`src/rtl/jfpjc_quant_scheduler.sv`:
```
// Round-robin scheduler sharing one quantizer among NUM_DCT DCT engines: streams each
// finished 8x8 block in raster or zigzag order with a tag, then frees the DCT's buffer.
module jfpjc_quant_scheduler #(
  parameter int NUM_DCT = 5,
  parameter bit ZIGZAG  = 1'b0
) (
  input  logic               clock,
  input  logic               reset,
  input  logic               enable,
  input  logic [NUM_DCT-1:0] block_ready,
  output logic [NUM_DCT-1:0] block_release,
  output logic               fetch_en,
  output logic [2:0]         fetch_sel,
  output logic [5:0]         fetch_addr,
  input  logic [15:0]        coef_in,
  input  logic               quant_ready,
  output logic               quant_valid,
  output logic [15:0]        quant_coef,
  output logic [5:0]         quant_table_addr,
  output logic [7:0]         quant_tag,
  output logic               busy
);
  typedef enum logic [1:0] {
    S_IDLE    = 2'd0,
    S_FETCH   = 2'd1,
    S_DRAIN   = 2'd2,
    S_RELEASE = 2'd3
  } state_t;

  localparam logic [5:0] ZZ_ROM [64] = '{
    6'd0,  6'd1,  6'd8,  6'd16, 6'd9,  6'd2,  6'd3,  6'd10,
    6'd17, 6'd24, 6'd32, 6'd25, 6'd18, 6'd11, 6'd4,  6'd5,
    6'd12, 6'd19, 6'd26, 6'd33, 6'd40, 6'd48, 6'd41, 6'd34,
    6'd27, 6'd20, 6'd13, 6'd6,  6'd7,  6'd14, 6'd21, 6'd28,
    6'd35, 6'd42, 6'd49, 6'd56, 6'd57, 6'd50, 6'd43, 6'd36,
    6'd29, 6'd22, 6'd15, 6'd23, 6'd30, 6'd37, 6'd44, 6'd51,
    6'd58, 6'd59, 6'd52, 6'd45, 6'd38, 6'd31, 6'd39, 6'd46,
    6'd53, 6'd60, 6'd61, 6'd54, 6'd47, 6'd55, 6'd62, 6'd63
  };

  state_t               r_state;
  state_t               w_next_state;
  logic [2:0]           r_rr_ptr;
  logic [2:0]           r_sel;
  logic [5:0]           r_scan_pos;
  logic [1:0]           r_block_seq;
  logic                 r_issue_v;
  logic [7:0]           r_issue_tag;
  logic                 r_quant_valid;
  logic [15:0]          r_quant_coef;
  logic [7:0]           r_quant_tag;
  logic [NUM_DCT-1:0]   r_release;
  logic                 w_issue;
  logic                 w_grant;
  logic                 w_found;
  logic [2:0]           w_grant_idx;
  logic [3:0]           w_sum;
  logic [7:0]           w_req;

  // Cyclic search for the first requester after the last one granted
  always_comb begin
    w_req       = 8'(block_ready);
    w_found     = 1'b0;
    w_grant_idx = 3'd0;
    w_sum       = 4'd0;
    for (int k = 1; k <= NUM_DCT; k++) begin
      w_sum = {1'b0, r_rr_ptr} + 4'(k);
      if (w_sum >= 4'(NUM_DCT)) begin
        w_sum = w_sum - 4'(NUM_DCT);
      end else begin
        w_sum = w_sum;
      end
      if (!w_found && w_req[w_sum[2:0]]) begin
        w_found     = 1'b1;
        w_grant_idx = w_sum[2:0];
      end else begin
        w_found     = w_found;
      end
    end
  end

  always_comb begin
    w_next_state = r_state;
    w_issue      = 1'b0;
    w_grant      = 1'b0;
    case (r_state)
      S_IDLE: begin
        if (enable && w_found) begin
          w_grant      = 1'b1;
          w_next_state = S_FETCH;
        end else begin
          w_next_state = S_IDLE;
        end
      end
      S_FETCH: begin
        if (quant_ready) begin
          w_issue = 1'b1;
          if (r_scan_pos == 6'd63) begin
            w_next_state = S_DRAIN;
          end else begin
            w_next_state = S_FETCH;
          end
        end else begin
          w_next_state = S_FETCH;
        end
      end
      S_DRAIN:   w_next_state = S_RELEASE;
      S_RELEASE: w_next_state = S_IDLE;
      default:   w_next_state = S_IDLE;
    endcase
  end

  always_ff @(posedge clock) begin
    if (reset) begin
      r_state <= S_IDLE;
    end else begin
      r_state <= w_next_state;
    end
  end

  // Grant bookkeeping, scan position and per-block sequence number
  always_ff @(posedge clock) begin
    if (reset) begin
      r_rr_ptr    <= 3'(NUM_DCT - 1);
      r_sel       <= 3'd0;
      r_scan_pos  <= 6'd0;
      r_block_seq <= 2'd0;
    end else begin
      if (w_grant) begin
        r_rr_ptr <= w_grant_idx;
        r_sel    <= w_grant_idx;
      end
      if (w_issue) begin
        r_scan_pos <= r_scan_pos + 6'd1;
      end else if (r_state == S_RELEASE) begin
        r_scan_pos <= 6'd0;
      end
      if (r_state == S_RELEASE) begin
        r_block_seq <= r_block_seq + 2'd1;
      end
    end
  end

  // Issue -> read-data -> quantizer output pipeline; the release pulse lines up with the last output
  always_ff @(posedge clock) begin
    if (reset) begin
      r_issue_v     <= 1'b0;
      r_issue_tag   <= 8'd0;
      r_quant_valid <= 1'b0;
      r_quant_coef  <= 16'd0;
      r_quant_tag   <= 8'd0;
      r_release     <= '0;
    end else begin
      r_issue_v     <= w_issue;
      r_issue_tag   <= {r_block_seq, r_scan_pos};
      r_quant_valid <= r_issue_v;
      r_quant_coef  <= r_issue_v ? coef_in : 16'd0;
      r_quant_tag   <= r_issue_v ? r_issue_tag : 8'd0;
      r_release     <= (r_state == S_DRAIN) ? ({{(NUM_DCT-1){1'b0}}, 1'b1} << r_sel) : '0;
    end
  end

  assign fetch_en         = w_issue;
  assign fetch_sel        = r_sel;
  assign fetch_addr       = ZIGZAG ? ZZ_ROM[r_scan_pos] : r_scan_pos;
  assign quant_valid      = r_quant_valid;
  assign quant_coef       = r_quant_coef;
  assign quant_tag        = r_quant_tag;
  assign quant_table_addr = r_quant_tag[5:0];
  assign block_release    = r_release;
  assign busy             = (r_state != S_IDLE);
endmodule

```
`config.mk`:
```
export PLATFORM = sky130hd
export DESIGN_NAME = jfpjc_quant_scheduler
export DESIGN_NICKNAME = d
export VERILOG_FILES = /design/src/rtl/jfpjc_quant_scheduler.sv
export SDC_FILE = /design/constraint.sdc
export NUM_CORES = 1
export LEC_CHECK = 0
export CORE_ASPECT_RATIO = 2
export CORE_MARGIN = 2
export CORE_UTILIZATION = 30
export DETAILED_ROUTE_END_ITERATION = 16
export PLACE_DENSITY = 0.54
export SYNTH_ARGS = -nofsm -noshare
export SYNTH_HDL_FRONTEND = slang
export SYNTH_SLANG_ARGS = --single-unit
```
`constraint.sdc`:
```
create_clock -name clock -period 3.85 [get_ports clock]
set_input_delay 0.9625 -clock clock [delete_from_list [all_inputs] [get_ports clock]]
set_output_delay 0.9625 -clock clock [all_outputs]
set_load 0.05 [all_outputs]
```
Word level (Yosys, flattened, before mapping)
Cells that the tools add are included.
{"block": "totals", "latchBits": 0, "elab_cells": 89, "romBits": 0, "mem_bits_rw": 0, "reg_bits": 55, "n_memories": 0}
{"block": "classes", "bitwise": 2, "shifts": 1, "div": 0, "mul": 0, "eq_ne": 4, "reduce_logical": 14, "muxes": 35, "order_cmp": 10, "n_addsub": 12}
{"cell": "$mux 3", "count": 10}
{"cell": "$ge 4x3->1 const B", "count": 5}
{"cell": "$lt 3x4->1 const B", "count": 5}
{"cell": "$bmux 1 s3", "count": 5}
{"cell": "$mux 1", "count": 15}
{"cell": "$sub 3x3->3 const B", "count": 5}
{"cell": "$mux 6", "count": 2}
{"cell": "$add 3x2->4 const B", "count": 2}
{"cell": "$add 3x3->4 const B", "count": 2}
{"cell": "$pmux 2 s4", "count": 1}
{"cell": "$add 6x1->6 const B", "count": 1}
{"cell": "$eq 6x6->1 const B", "count": 1}
{"cell": "$logic_and 1x1->1", "count": 5}
{"cell": "$shl 1x3->5 const A", "count": 1}
{"cell": "$add 3x1->4 const B", "count": 1}
{"cell": "$eq 2x2->1 const B", "count": 2}
{"cell": "$logic_not 1->1", "count": 4}
{"cell": "$mux 2", "count": 2}
{"cell": "$reduce_bool 2->1", "count": 2}
{"cell": "$reduce_or 2->1", "count": 2}
{"cell": "$add 2x1->2 const B", "count": 1}
{"cell": "$eq 2x1->1 const B", "count": 1}
{"cell": "$logic_not 2->1", "count": 1}
{"cell": "$not 1->1", "count": 2}

Depth between registers and ports, before layout
Gate-level depths: netlist of run 1.
{"block": "logic_depth", "word_depth": 21, "ltp_mapped": 13, "ltp_nobuf": 12}

Worst setup path before layout of run 1
OpenSTA, ideal clock, no wires.
{"block": "synth_timing", "kind": "register -> register", "from": "register r_rr_ptr[0]", "to": "register r_rr_ptr[0]", "arrival_time_ns": 3.129, "slack_ns": 0.634, "synth_period_minus_slack_ns": 3.216, "setup_time_ns": 0.086, "path_stages_with_launch": 13, "cell_sequence": "dfxtp_1 > inv_2 > buf_2 > ha_1 > ha_1 > nor2b_1 > a22o_1 > or3_1 > a32o_1 > and4b_1 > or3b_1 > o211a_1 > a221oi_2"}
{"block": "synth_via", "elab_chain_len": 21, "word_cells_on_any_way": 51}
{"item": "start, declared", "line": "43", "rtl": "logic [2:0] r_rr_ptr;"}
{"item": "start signal, assigned", "line": "124", "rtl": "r_rr_ptr <= 3'(NUM_DCT - 1);"}
{"item": "start signal, assigned", "line": "130", "rtl": "r_rr_ptr <= w_grant_idx;"}
{"item": "$add 3x1->4", "line": "67", "rtl": "w_sum = {1'b0, r_rr_ptr} + 4'(k);"}
{"item": "$ge 4x3->1 / $sub 3x3->3 (equally long branches)", "line": "68, 69"}
{"item": "$mux 3", "line": "68", "rtl": "if (w_sum >= 4'(NUM_DCT)) begin"}
{"item": "$bmux 1 s3", "line": "73", "rtl": "if (!w_found && w_req[w_sum[2:0]]) begin"}
{"item": "$mux 1 (implied by the code)", "line": "73"}
{"item": "$mux 1", "line": "73"}
{"item": "$logic_not 1->1", "line": "73"}
{"item": "$logic_and 1x1->1", "line": "73"}
{"item": "[... 5 more ...]"}
{"item": "$logic_and 1x1->1", "line": "73"}
{"item": "$mux 1", "line": "73"}
{"item": "$logic_not 1->1", "line": "73"}
{"item": "$logic_and 1x1->1", "line": "73"}
{"item": "$mux 1", "line": "73"}
{"item": "$logic_and 1x1->1", "line": "88", "rtl": "if (enable && w_found) begin"}
{"item": "$mux 1", "line": "88"}
{"item": "$mux 1", "line": "86", "rtl": "case (r_state)"}
Parallel ways exist; a longest one is shown, timed or not. The select of a mux whose other input is x is not followed.
A chain may end at the register's enable or synchronous reset.

Worst setup path in the final report of run 1
Ends and elaborated chain as after synthesis.

==> out/qor.txt, run 1 <==
FF-to-FF path depth = 13
Clk pin slew, worst setup/hold paths = 0.06 ns
EDFF count, synth = 0
Final Routed Wirelength = 7530 um
GP Congestion = 0.858
final hold violations = 0
die area = 0.00995 mm2
FF-to-FF Start = r_rr_ptr[0]
WP data required = 4.04 ns
Rows = 49
RSZ-0062 raised after global routing = no
busiest layer in global routing = met2
HPWL Detailed = 5960 um
Pins Over Slew Limit = 0
CP max stage cell = o31ai_2
ys async rst share = 0%
Remaining DRCs = 0
Post-Route Setup TNS = 0 ns
ANT cells = 0
Final WS setup = 0.420 ns
M3 GR Usage = 3.20%
normalized max-slew margin = 64.8%
Inst Count DP = 469
Syn Nets = 348
global-route wire length before repair = 11900 um
Clock Skew = 0.00355 ns
Port Buffers = 71
Max clock buf depth = 2
Hold Path Depth = 1
total track usage = 15.3%
Initial Util = 30.6%
fin cells = 476
synth top area cells = dfxtp_1 (39%), and2_1 (5.5%), ha_1 (5.0%), nand2_1 (3.0%), nor2b_1 (3.0%)
Final period util = 89.1%
area of the core = 0.00895 mm2
Hold/Removal Path Class = flop to flop
HP Start = r_issue_tag[6]
synthesized instance count = 311
Min-Delay Endpoint = quant_tag[6]
critical-path maximum fanout = 15
Worst R2R End = r_rr_ptr[0]
register area share after synthesis = 38.8%
layout cells sized above 1 = 8.02%
final setup fails = 0
cell taking the most area after synthesis = dfxtp_1
met2 GRT Util = 29.0%
Yosys reg bits = 53
GR Util met1 = 13.8%
Nets = 411
reg2reg setup slack = 0.42 ns
FMAX = 0.292 GHz
cells along the critical path = inv_2 > ha_1 > inv_1 > fa_1 > nor2_1 > a2bb2oi_1 > a211oi_1 > o21ai_0 > nand4_1 > buf_4 > o31ai_2 > a21oi_1 > a221oi_2
total CTS buffers = 5
Die Ht = 139 um
CP endpoint kind = flop
DR pass1 iterations = 4
VDD IR max = 0.450 mV
Synth-to-Final Area Change = 33.2%
PD cells = 778 mW/mm2
CP Class = flop to flop
Sink Count = 53
pre-CTS setup slack = 0.193 ns
via count = 2468
max incr delay on CP = 0.46 ns
H-tree levels = 2
static leakage = 1.43 nW
CP delay by family, top = compound AO/OA/AOI/OAI gates
grt ovf = 0
Synth cell types = 61
Yosys top cell area share = 38.8%
Final ANT Viol Nets = 0
Worst Tran Pin Value = 0.527 ns
clock root cell = clkbuf_16
synth warn = 0
vias in the first global route = 2345
TritonCTS clock tree = yes
startpoint types = flop
Critical Path AT = 3.62 ns
Post-synth top flop = dfxtp_1
Die W = 71.5 um
max_cap viols = 0
Synth Cell Area = 0.00274 mm2
outcome = completed
Avg Cell Area, Syn = 8.80 um2
CP bufs+invs = 3
Final min period = 3.43 ns
Iter 0 DRT Violations = 73
DR WL/cell = 15.8 um
clk_lat worst skew = 0.29 ns
antenna violations before repair = 0
vias per cell = 5.18
io pins = 72
largest net degree at the start of global routing = 30
[flip-flops by register name, indices dropped and copies added (netlist names), 2 cells and up]
name / cells
r_issue_tag: 8
block_release: 5
r_rr_ptr: 3
r_state: 2
quant_tag: 8
fetch_addr: 6
quant_coef: 16
r_block_seq: 2
[area by class of cell]
cell class / instances / area (um2)
flip-flops and latches: 53 / 1060
clock buffers: 7 / 143
inverters: 15 / 56.3
repair buffers: 79 / 768
fillers: 908 / 5300
multi-input cells: 220 / 1490
well taps: 102 / 128
[layer usage]
metal	share of wire [%]	vias to the layer above	wire length, um
li1	-	1197	-
met1	33	1140	2460
met2	55	101	4100
met3	5.9	30	441
met4	7.0	0	524
met5	0	-	0
[cells in the mapped netlist, drive strengths merged (5+ instances only)]
cell    instances
nor2b          13
a21oi          14
ha             11
nand3           9
nand2b          9
inv            15
a211oi          7
clkbuf          9
o21ai          17
and2           24
buf            14
nor2           21
nand2          22
dfxtp          53
xnor2           5
[repair_timing]
action / CTS / global route
endpoints found under the setup margin: 0 / 2
setup buffers: 0 / 0
hold buffers: 0 / 0
resized for setup: 0 / 1
[report_power, final]
part,leakage (nW),switching (mW),total [mW],internal (mW)
Combinational,0.933,1.02,1.75,0.724
Clock,0.0700,0.184,0.440,0.256
Sequential,0.429,0.0644,0.648,0.584
Total,1.43,1.27,2.84,1.56
[cells in the final DEF, fill, tap and decap left out, types with 11 or more instances in the layout]
cell	n
o21ai_0	13
inv_1	13
clkdlybuf4s50_1	70
nor2b_1	13
nor2_1	21
and2_1	24
a21oi_1	14
ha_1	11
nand2_1	22
dfxtp_1	52
[worst max path at each step]
| stage | slack, ns | endpoint | cells after the start | from |
|---|---|---|---|---|
| 2_1_floorplan | 0.63 | r_rr_ptr[0] | 12 | r_rr_ptr[0] |
| 3_3_place_gp | 0.31 | r_rr_ptr[1] | 9 | block_ready[0] |
| 3_5_place_dp | 0.19 | r_rr_ptr[1] | 9 | block_ready[0] |
| 4_1_cts | 0.32 | r_rr_ptr[0] | 12 | r_rr_ptr[1] |
| 5_1_grt | 0.03 | r_rr_ptr[1] | 13 | r_rr_ptr[0] |
| 6_report | 0.42 | r_rr_ptr[0] | 13 | r_rr_ptr[0] |
[logic make-up (layout without fill, tap and decap cells)]
group | after synthesis | count (layout) | share of synthesized area (%)
XOR/XNOR | 8 | 8 | 3.11
buffers and inverters | 38 | 101 | 6.81
AND/OR/NAND/NOR | 121 | 121 | 24.4
adder cells (fa/ha/maj) | 12 | 12 | 5.76
AO/OA/AOI/OAI | 72 | 72 | 18.5
flip-flops | 53 | 53 | 38.8
multiplexers | 7 | 7 | 2.70
[per-stage QoR]
stage	hold WS (ns)	area (um2)	power, mW	utilization [%]
2_1_floorplan	0.406	2740	1.94	-
3_3_place_gp	0.409	3500	2.39	39.1
3_5_place_dp	0.411	3500	2.39	39.1
4_1_cts	0.428	3650	2.84	40.7
5_1_grt	0.448	3650	3.02	40.7
6_report	0.428	3650	2.84	40.7
Power figures use the tool's default switching activity.
==> inputs of run 2 (changes only) <==
--- a/config.mk
+++ b/config.mk
@@ -5,11 +5,14 @@
 export SDC_FILE = /design/constraint.sdc
 export NUM_CORES = 1
 export LEC_CHECK = 0
+export CAP_MARGIN = 15
+export CELL_PAD_IN_SITES_DETAIL_PLACEMENT = 0
+export CELL_PAD_IN_SITES_GLOBAL_PLACEMENT = 2
 export CORE_ASPECT_RATIO = 2
 export CORE_MARGIN = 2
-export CORE_UTILIZATION = 30
+export CORE_UTILIZATION = 28
 export DETAILED_ROUTE_END_ITERATION = 16
-export PLACE_DENSITY = 0.54
+export PLACE_DENSITY = 0.78
 export SYNTH_ARGS = -nofsm -noshare
 export SYNTH_HDL_FRONTEND = slang
 export SYNTH_SLANG_ARGS = --single-unit
==> out/qor.txt, run 2 (synthesized netlist as in run 1, its figures left out) <==
VDD IR max = 0.458 mV
Final ANT Viol Nets = 0
DR pass1 iterations = 4
Nets = 413
Finished Cell Area = 0.00369 mm2
Final Routed Wirelength = 7900 um
die area = 0.0106 mm2
DR WL/cell = 15.6 um
Worst Tran Pin Value = 0.516 ns
placed standard-cell area = 0.00356 mm2
WL met2 = 4410 um
FF-to-FF Start = r_rr_ptr[1]
Rows = 51
Setup crit end = r_rr_ptr[0]
outcome = completed
CP Class = flop to flop
largest net degree at the start of global routing = 30
Iter 0 DRT Violations = 104
H-tree levels = 2
met1 wire length = 2600 um
CP bufs+invs = 1
final setup fails = 0
global-route wire length before repair = 11800 um
Hold/Removal Path Class = flop to flop
most frequent cells in the layout = clkdlybuf4s50_1 (70), dfxtp_1 (53), and2_1 (24)
clk_lat worst skew = 0.29 ns
Critical Path AT = 3.66 ns
area of the core = 0.00964 mm2
max incr delay on CP = 0.47 ns
Clk pin slew, worst setup/hold paths = 0.06 ns
HPWL Detailed = 6230 um
RSZ-0062 raised after global routing = no
io pins = 72
Port Buffers = 71
Die Ht = 144 um
CP delay by family, top = compound AO/OA/AOI/OAI gates
TritonCTS clock tree = yes
CP endpoint kind = flop
Pins Over Slew Limit = 0
Max Used Layer = met4
most common cell type on the critical path = ha_1
final hold violations = 0
Post-Route Setup TNS = 0 ns
critical-path maximum fanout = 7
FMAX = 0.289 GHz
total CTS buffers = 5
via count = 2484
Final period util = 89.8%
total track usage = 15.0%
PD cells = 770 mW/mm2
CP Depth = 11
vias per cell = 4.90
CP startpoint = r_rr_ptr[1]
number of flip-flops in the largest register = 16
FF-to-FF path depth = 11
vias in the first global route = 2405
Worst R2R End = r_rr_ptr[0]
Post CTS Setup Buffer Count = 0
WP data required = 4.05 ns
Synth-to-Final Area Change = 34.6%
Final min period = 3.46 ns
reg2reg setup slack = 0.39 ns
GP Congestion = 0.864
Clock Skew = 0.00385 ns
Met3 Routed Length = 408 um
CP max stage cell = dfxtp_1
Die W = 73.9 um
grt ovf = 0
antenna violations before repair = 0
clock root cell = clkbuf_16
Max clock buf depth = 2
commonest non-fill, non-tap cell in the layout = clkdlybuf4s50_1
startpoint types = flop
hold-fix buffers at CTS = 0
post-CTS resize count = 0
Remaining DRCs = 0
static leakage = 1.44 nW
Initial Util = 28.4%
ANT cells = 0
layout cells sized above 1 = 8.27%
normalized max-slew margin = 65.5%
power consumption = 2.84 mW
cells along the critical path = inv_1 > ha_1 > ha_1 > or2_1 > o21ai_1 > o2111ai_1 > a32o_1 > and4b_1 > or3b_1 > o211a_1 > a221oi_2
Sink Count = 53
max_cap viols = 0
run 2: cell count changes in the layout (fill, tap and decap cells not counted), sizes merged:
| cell | previous run | this run |
|---|---|---|
| clkinv | 0 | 1 |
| buf | 9 | 11 |
| clkbuf | 7 | 5 |
run 2: cell type report:
cell class	count	area, um2
sequential	53	1060
multi-input combinational	220	1490
clock inverter	1	5.00
tap	132	165
inverter	15	56.3
clock buffer	5	125
timing repair buffer	81	783
fill	989	5950
run 2: worst min path at each step:
stage,from,endpoint,slack [ns],cells past startpoint
floorplan,r_issue_tag[0],quant_tag[0],0.41,1
global placement,r_issue_tag[4],quant_tag[4],0.41,1
detailed placement,r_issue_tag[5],quant_tag[5],0.41,1
CTS,r_issue_tag[5],quant_tag[5],0.43,1
global route,r_issue_tag[5],quant_tag[5],0.45,1
finish,r_issue_tag[5],quant_tag[5],0.42,1
run 2: report_power, final:
group	total, mW	switching [mW]	internal (mW)
combinational	1.80	1.09	0.710
sequential	0.625	0.0426	0.583
clock	0.411	0.178	0.232
run 2: stage by stage:
step                      worst slack (ns)  hold WS (ns)  utilization [%]  cells
final                                0.391         0.423             38.3    507
after global routing                0.0260         0.447             38.3    507
after CTS                            0.367         0.428             38.3    507
after detailed placement             0.283         0.411             36.9    501
after global placement               0.328         0.410             36.9    501
after floorplan                      0.634         0.406                -    311
run 2: metal layers:
metal,vias up,GRT usage [%]
met4,0,11.2
met2,112,29.8
met5,-,0
li1,1205,-
met3,24,2.31
met1,1143,12.2
==> inputs of run 3 (changes only) <==
--- a/config.mk
+++ b/config.mk
@@ -11,8 +11,10 @@
 export CORE_ASPECT_RATIO = 2
 export CORE_MARGIN = 2
 export CORE_UTILIZATION = 28
+export CTS_CLUSTER_DIAMETER = 120
 export DETAILED_ROUTE_END_ITERATION = 16
 export PLACE_DENSITY = 0.78
+export REMOVE_ABC_BUFFERS = 1
 export SYNTH_ARGS = -nofsm -noshare
 export SYNTH_HDL_FRONTEND = slang
 export SYNTH_SLANG_ARGS = --single-unit
==> out/qor.txt, run 3 (synthesized netlist as in run 1, its figures left out) <==
DR WL/cell = 15.2 um
switching power = 1.31 mW
Die W = 73.9 um
WP data required = 4.04 ns
critical-path maximum fanout = 8
final hold violations = 0
ANT cells = 0
Clock Skew = 0.00168 ns
Hold/Removal Path Class = flop to flop
placed standard-cell area = 0.00356 mm2
Max clock buf depth = 2
max_cap viols = 0
DR pass1 iterations = 4
TritonCTS clock tree = yes
Comb power frac = 61.7%
commonest non-fill, non-tap cell in the layout = clkdlybuf4s50_1
largest net degree at the start of global routing = 30
RSZ-0062 raised after global routing = no
worst hold-check slack = 0.425 ns
Reg area = 0.00106 mm2
total CTS buffers = 5
Synth-to-Final Area Change = 36.1%
part of the power in registers = 21.8%
FMAX = 0.291 GHz
grt ovf = 0
layout cells sized above 1 = 8.51%
Worst Tran Pin Value = 0.561 ns
Port Buffers = 71
H-tree levels = 2
fin cells = 508
power consumption = 2.93 mW
Final min period = 3.44 ns
final setup fails = 0
CP Class = flop to flop
vias in the first global route = 2463
Sink Count = 53
VDD IR max = 0.720 mV
die area = 0.0106 mm2
antenna violations before repair = 0
via count = 2470
Final WS setup = 0.412 ns
Initial Util = 28.4%
vias per cell = 4.86
global-route wire length before repair = 12300 um
Int Pwr = 1.63 mW
area of the core = 0.00964 mm2
Rows = 51
Final ANT Viol Nets = 0
Clk pwr share = 16.4%
Inst Count DP = 501
Finished Cell Area = 0.00372 mm2
Iter 0 DRT Violations = 97
Nets = 413
normalized max-slew margin = 62.2%
Layout fillers = 993
Multi-input gate area = 0.00150 mm2
Clk pin slew, worst setup/hold paths = 0.06 ns
switching share of power = 44.5%
most frequent cells in the layout = clkdlybuf4s50_1 (70), dfxtp_1 (53), and2_1 (24)
clk_lat worst skew = 0.28 ns
PD cells = 788 mW/mm2
outcome = completed
clock root cell = clkbuf_16
Remaining DRCs = 0
Final Routed Wirelength = 7750 um
static leakage = 1.45 nW
Final period util = 89.3%
startpoint types = flop
number of flip-flops in the largest register = 16
Pins Over Slew Limit = 0
io pins = 72
Post CTS Setup Buffer Count = 0
HPWL Detailed = 6230 um
total track usage = 15.0%
GP Congestion = 0.952
pre-CTS setup slack = 0.273 ns
CP endpoint kind = flop
Die Ht = 144 um
Critical Path AT = 3.63 ns
-- run 3: repair_timing --
item,CTS,global route
hold buffers,0,0
gates resized for setup,0,1
setup endpoints to repair,0,1
-- run 3: area by class of cell --
cell class	instances	share of cell area [%]
multi-input combinational	220	40.2
sequential	53	28.5
timing repair buffer	81	21.0
tap	132	4.43
clock buffer	5	3.36
inverter	15	1.51
clock inverter	2	0.941
-- run 3: routing by layer --
metal	routed length (um)	vias up	global-route usage [%]
li1	-	1207	-
met1	2500	1116	12.8
met2	4350	112	29.6
met3	416	33	2.52
met4	476	2	9.95
met5	6	-	0
-- run 3: power by group through the flow --
| stage | combinational (mW) | clock [mW] | sequential [mW] |
|---|---|---|---|
| 2_1_floorplan | 1.14 | 0 | 0.751 |
| 3_3_place_gp | 1.79 | 0 | 0.655 |
| 3_5_place_dp | 1.77 | 0 | 0.655 |
| 4_1_cts | 1.78 | 0.498 | 0.642 |
| 5_1_grt | 1.97 | 0.512 | 0.647 |
| 6_report | 1.81 | 0.482 | 0.641 |
-- run 3: path summary, 6_finish.rpt --
kind / endpoint / cells past startpoint / slack, ns / startpoint
setup reg to reg: r_rr_ptr[1] / 12 / 0.41 / r_rr_ptr[1]
hold reg to reg: quant_tag[6] / 1 / 0.42 / r_issue_tag[6]
hold / removal: quant_tag[6] / 1 / 0.42 / r_issue_tag[6]
setup / recovery: r_rr_ptr[1] / 12 / 0.41 / r_rr_ptr[1]
-- run 3: through the flow --
step / TNS [ns] / utilization, %
floorplan: -0.186 / -
finish: 0 / 38.7
global placement: 0 / 36.9
global route: 0 / 38.7
CTS: 0 / 38.6
detailed placement: 0 / 36.9
-- run 3: worst max-delay path, cell delays in order, from the launching register on --
cell and delay (ns):
dfxtp_1 0.55, ha_1 0.24, inv_1 0.06, fa_1 0.47, nor2_1 0.14, a2bb2oi_1 0.43, a211oi_1 0.11, o21ai_0 0.26
nand4_1 0.15, buf_4 0.18, nor3b_1 0.37, a21oi_1 0.13, a221oi_1 0.26
